**src/rtl/bus_pkg.sv**
```systemverilog
// bus_pkg: shared state encoding and error read data for the memory bus decoder
package bus_pkg;
  typedef enum logic [1:0] {IDLE = 2'd0, BUSY = 2'd1, RESP = 2'd2, ERR = 2'd3} state_t;
  localparam logic [31:0] ERR_RDATA = 32'hFFFF_FFFF;
endpackage

```
**src/rtl/bus_timeout.sv**
```systemverilog
// bus_timeout: BUSY-cycle counter that flags the last cycle before the error response
module bus_timeout #(
  parameter int TIMEOUT = 255
) (
  input  logic clk,
  input  logic resetn,
  input  logic clear,
  input  logic enable,
  output logic expired
);
  logic [15:0] cnt;
  assign expired = cnt == 16'(TIMEOUT - 1);
  always_ff @(posedge clk) begin
    if (!resetn || clear) cnt <= '0;
    else if (enable) cnt <= cnt + 16'd1;
  end
endmodule

```
**src/rtl/mem_bus_decoder.sv**
```systemverilog
// mem_bus_decoder: routes one initiator request to a region-selected target and returns its response
module mem_bus_decoder
  import bus_pkg::*;
#(
  parameter int NUM_TARGETS = 4,
  parameter int TIMEOUT     = 255,
  parameter int SEL_LSB     = 28
) (
  input  logic                      clk,
  input  logic                      resetn,
  input  logic                      cpu_valid,
  input  logic [31:0]               cpu_addr,
  input  logic [31:0]               cpu_wdata,
  input  logic [3:0]                cpu_wstrb,
  output logic [31:0]               cpu_rdata,
  output logic                      cpu_ready,
  output logic                      cpu_err,
  output logic [NUM_TARGETS-1:0]    tgt_valid,
  output logic [31:0]               tgt_addr,
  output logic [31:0]               tgt_wdata,
  output logic [3:0]                tgt_wstrb,
  input  logic [32*NUM_TARGETS-1:0] tgt_rdata,
  input  logic [NUM_TARGETS-1:0]    tgt_ready
);
  localparam int SW = NUM_TARGETS > 1 ? $clog2(NUM_TARGETS) : 1;
  localparam logic [4:0] NT = 5'(NUM_TARGETS);
  state_t state, next;
  logic [SW-1:0] sel;
  logic [3:0] region;
  logic accept, mapped, rdy, expired;
  assign region = cpu_addr[SEL_LSB+3:SEL_LSB];
  assign accept = state == IDLE && cpu_valid;
  assign mapped = {1'b0, region} < NT;
  assign rdy = state == BUSY && tgt_ready[sel];
  assign tgt_valid = state == BUSY ? NUM_TARGETS'(1) << sel : '0;
  assign cpu_ready = state == RESP || state == ERR;
  assign cpu_err = state == ERR;
  always_comb begin
    next = state;
    next = state == IDLE ? (cpu_valid ? (mapped ? BUSY : ERR) : IDLE)
         : state == BUSY ? (tgt_ready[sel] ? RESP : expired ? ERR : BUSY)
         : IDLE;
  end
  always_ff @(posedge clk) begin
    if (!resetn) begin
      state     <= IDLE;
      sel       <= '0;
      tgt_addr  <= '0;
      tgt_wdata <= '0;
      tgt_wstrb <= '0;
      cpu_rdata <= '0;
    end else begin
      state <= next;
      if (accept) begin
        tgt_addr  <= cpu_addr;
        tgt_wdata <= cpu_wdata;
        tgt_wstrb <= cpu_wstrb;
      end
      if (accept && mapped) sel <= region[SW-1:0];
      if (rdy) cpu_rdata <= tgt_rdata[{sel, 5'd0} +: 32];
      else if (next == ERR) cpu_rdata <= ERR_RDATA;
    end
  end
  bus_timeout #(.TIMEOUT(TIMEOUT)) u_timeout (
    .clk    (clk),
    .resetn (resetn),
    .clear  (accept && mapped),
    .enable (state == BUSY),
    .expired(expired)
  );
endmodule

```
**config.mk**
```make
export PLATFORM = sky130hd
export DESIGN_NAME = mem_bus_decoder
export DESIGN_NICKNAME = d
export VERILOG_FILES = /design/src/rtl/bus_pkg.sv /design/src/rtl/bus_timeout.sv /design/src/rtl/mem_bus_decoder.sv
export SDC_FILE = /design/constraint.sdc
export NUM_CORES = 1
export LEC_CHECK = 0
export BUFFER_PORTS_ARGS = -buffer_cell sky130_fd_sc_hd__clkbuf_2
export CELL_PAD_IN_SITES_DETAIL_PLACEMENT = 0
export CELL_PAD_IN_SITES_GLOBAL_PLACEMENT = 1
export CORE_MARGIN = 8
export CORE_UTILIZATION = 32
export CTS_BUF_LIST = sky130_fd_sc_hd__clkbuf_4 sky130_fd_sc_hd__clkbuf_8
export DETAILED_ROUTE_END_ITERATION = 8
export GPL_TIMING_DRIVEN = 0
export PLACE_DENSITY_LB_ADDON = 0.25
export SETUP_SLACK_MARGIN = 0.4
export SYNTH_ARGS = -nofsm -noshare
export SYNTH_HDL_FRONTEND = slang
export SYNTH_HIERARCHICAL = 1
export SYNTH_SLANG_ARGS = --single-unit
```
**constraint.sdc**
```tcl
create_clock -name clk -period 2.3 [get_ports clk]
set_clock_uncertainty 0.05 [all_clocks]
set_input_delay 0.23 -clock clk [delete_from_list [all_inputs] [get_ports clk]]
set_output_delay 0.23 -clock clk [all_outputs]
set_load 0.02 [all_outputs]
```
==> flow_summary_export.csv <==
group,metric,value,unit
logic_synthesis,synth-simple-area-share,0.170,
run_status,status,"complete, no violations",
clock_network,worstSkewPairLatency,440,ps
sta,fin_crit_sh,0.803,
clock_network,root_buffer,"clkbuf_8",
detailed_routing,routed.top_layer,"met5",
pwr,p_clk_frac,0.365,
placement,placed_area,7090,um^2
detailed_routing,drt-met1-wl,7790,um
sta,tightest_slew,554,ps
clock_network,cts_made_buffers,17,
worst_setup_path,worst-path-max-fanout,8,
pwr,p_seq_frac,0.407,
floorplanning,rows,47,
pwr,combPwrFrac,0.228,
pwr,netSwitchingPower,0.00161,W
logic_synthesis,ys_seq_area_frac,0.455,
floorplanning,io_pins,309,
logic_synthesis,ys_ff_latch,120,
sta,hold_viol,0,
detailed_routing,wl_met3,2070,um
floorplanning,initial_core_util,0.323,
final_layout,instances_no_fill,1177,
placement,routabilityCongestion,0.940,
sta,timing.final.ws_setup,454,ps
placement,place_inst,1067,
worst_setup_path,worst_setup_path_end_kind,"flip-flop",
detailed_routing,vias_per_cell,4.85,
pwr,peakVddDrop,316,uV
logic_synthesis,synth_fa_ha_area_frac,0.00474,
detailed_routing,dr_wl_met2,10000,um
sta,fin_crit,1850,ps
logic_synthesis,synth_top_family_by_area,"simple AND/OR/NAND/NOR gates",
floorplanning,die_width,144,um
grt,grt_max_degree,17,
sta,relSlewSlack,0.631,
logic_synthesis,async_flop_share,0,
worst_setup_path,slowest_delay,380,ps
logic_synthesis,yosys_warnings,6,
logic_synthesis,netlist_area,5280,um^2
pwr,leakage,3.77,nW
clock_network,h-tree-depth,4,
detailed_routing,drc,0,
clock_network,cts_tree,"yes",
hold_path,hold_class,"in -> reg",
floorplanning,die_area,20900,um^2
sta,finalSetupTns,0,ps
detailed_routing,antenna_left,0,
pwr,swShare,0.281,
logic_synthesis,synth_xor_area_frac,0.00664,
logic_synthesis,synth_edf_count,0,
sta,rsz0062_at_grt,"true",
final_layout,final_util,0.518,
final_layout,nets,1148,
floorplanning,dieHeight,144,um
worst_setup_path,regToRegSetupSlack,450,ps
clock_network,cts.clk_slew.worst_paths,70,ps
detailed_routing,drt_iter0_drc,242,
worst_setup_path,cp_cell_sequence,"inv_2, ha_2, nor4b_2, and3_1, a2bb2oi_2, o21ai_2, buf_6, clkbuf_16, o221a_1",
worst_setup_path,cp.required,2580,ps
final_layout,regArea,2420,um^2
sta,max_freq,542,MHz
logic_synthesis,netlist_instances,539,
logic_synthesis,yosys.cell_types.count,41,
detailed_routing,firstDrtPassIters,5,
detailed_routing,wl,20400,um
final_layout,fill_cells,1536,
logic_synthesis,synth-main-ff-cell,"dfxtp_1",
grt,antenna_found_initial,2,
detailed_routing,routedWlPerCell,17.4,um
worst_setup_path,cp_top_family,"compound AO/OA/AOI/OAI gates",
logic_synthesis,synth_mux_area_frac,0.151,
pwr,powerDensity,677,nW/um^2
sta,drv_slew,0,
job,cap_violations,0,
worst_setup_path,path_buf_inv,3,
logic_synthesis,synth_compound_area_frac,0.161,
final_layout,area_growth,60.5,%
worst_setup_path,cp.arrival,2120,ps
logic_synthesis,syn-num-nets,744,
grt,grt_pass1_wl,30800,um
logic_synthesis,postSynthAreaPerCell,9.79,um^2
pwr,p_int,0.00412,W
worst_setup_path,worstSetupPathType,"reg -> reg",
placement,port_buffers,308,
sta,setup_viol,0,
floorplanning,core,16300,um^2
grt,grt_pass1_vias,6014,
clock_network,clockBufferDepth,2,
final_layout,multi_input_area,2680,um^2
worst_setup_path,critPathSlowestCell,"dfxtp_4",
clock_network,cts.sinks,120,
final_layout,drive_gt1_frac,0.456,
worst_setup_path,worstSetupStartpointType,"flip-flop",
placement,pre_cts_ws,124,ps
detailed_routing,vias,5711,
placement,place_hpwl,15800,um
grt,grt_use_total,0.190,
final_layout,post-route-cell-area,8470,um^2
grt,grt.overflow.total,0,
[state kept, by name (all words and copies together), names as in the netlist]
name,count
state,2
sel,2
tgt_wdata,32
tgt_wstrb,4
cpu_rdata,32
tgt_addr,32
u_timeout/cnt,16
[final cells by class]
type / count / share of cell area
timing repair buffer: 385 / 0.277
tap: 220 / 0.0325
inverter: 5 / 0.00222
clock buffer: 23 / 0.0337
sequential: 120 / 0.285
multi-input combinational: 368 / 0.316
antenna: 1 / 0.000295
clock inverter: 9 / 0.0174
buffer: 46 / 0.0350
[per-layer routing]
metal	up-vias	global-route usage
li1	2757	-
met1	2674	0.206
met2	241	0.321
met3	37	0.0815
met4	2	0.0772
met5	-	0
[path summary, 6_finish.rpt]
path	from	end	cells after the start
setup / recovery	u_timeout/cnt[0]$_SDFFE_PP0P_	cpu_rdata[28]$_SDFFE_PN0P_	9
hold / removal	cpu_valid	state[0]$_SDFF_PN0_	3
setup reg to reg	u_timeout/cnt[0]$_SDFFE_PP0P_	cpu_rdata[28]$_SDFFE_PN0P_	9
hold reg to reg	tgt_wdata[24]$_SDFFE_PN0P_	tgt_wdata[24]$_SDFFE_PN0P_	2
[worst reg2reg max path: stages (launching register included)]
cell,delay (ps)
dfxtp_4,380
inv_2,40
ha_2,160
nor4b_2,150
and3_1,190
a2bb2oi_2,160
o21ai_2,70
buf_6,160
clkbuf_16,160
o221a_1,230
[power by group through the flow]
stage | Combinational (W) | Clock, W | Sequential [W]
4_1_cts | 0.00124 | 0.00215 | 0.00234
3_3_place_gp | 0.00112 | 0 | 0.00237
6_report | 0.00131 | 0.00209 | 0.00234
3_5_place_dp | 0.00113 | 0 | 0.00238
5_1_grt | 0.00141 | 0.00225 | 0.00236
2_1_floorplan | 0.000456 | 0 | 0.00256
[stage by stage]
step / power (W) / hold slack (ps)
final: 0.00573 / 43.4
after global routing: 0.00602 / 48.2
after CTS: 0.00573 / 18.8
after detailed placement: 0.00351 / 395
after global placement: 0.00349 / 392
after floorplan: 0.00302 / 316
[logic make-up (layout without fill, tap and decap cells)]
logic type,count (synthesis),count (layout)
muxes,39,39
other,0,1
adders and majority gates,2,2
xor gates and xnor gates,4,4
DFF,120,120
buffers and inverters,51,468
AOI/OAI and AO/OA,120,120
and+or+nand+nor,203,203
[synth_stat cells (all sizes together) (3+ instances only)]
library cell  count  area share
nand2           148        0.11
dfxtp           120        0.46
a21oi            76       0.072
mux4             32        0.14
o221a            32       0.068
buf              25       0.033
clkbuf           21       0.015
nor2             10      0.0071
nand2b            7      0.0083
nand3             7      0.0085
mux2i             6       0.011
nand4             6      0.0083
nor4              6      0.0071
inv               5      0.0036
o31ai             4      0.0057
or4               4      0.0057
and2              3      0.0036
nor2b             3      0.0036
xor2              3      0.0050
[placed cells by master, fill, tap and decap left out, drive strengths merged, types with 5 or more instances in the layout]
cell / Yosys / final
mux2i: 6 / 6
nor4: 6 / 6
o221a: 32 / 32
a21oi: 76 / 76
dfxtp: 120 / 120
clkbuf: 21 / 355
nand4: 6 / 6
dlygate4sd3: 0 / 68
inv: 5 / 5
nand2b: 7 / 7
mux4: 32 / 32
nand2: 148 / 148
nand3: 7 / 7
buf: 25 / 31
nor2: 10 / 10
[repair_timing]
action                                  CTS  global route
resized for setup                        15            33
cloned                                    0             3
hold buffers                             68             0
hold endpoints to repair                 68             0
pin swaps                                 1             4
endpoints found under the setup margin   50            46
buffers inserted                          2             4
Note: power is estimated with default switching activity, not from simulation.
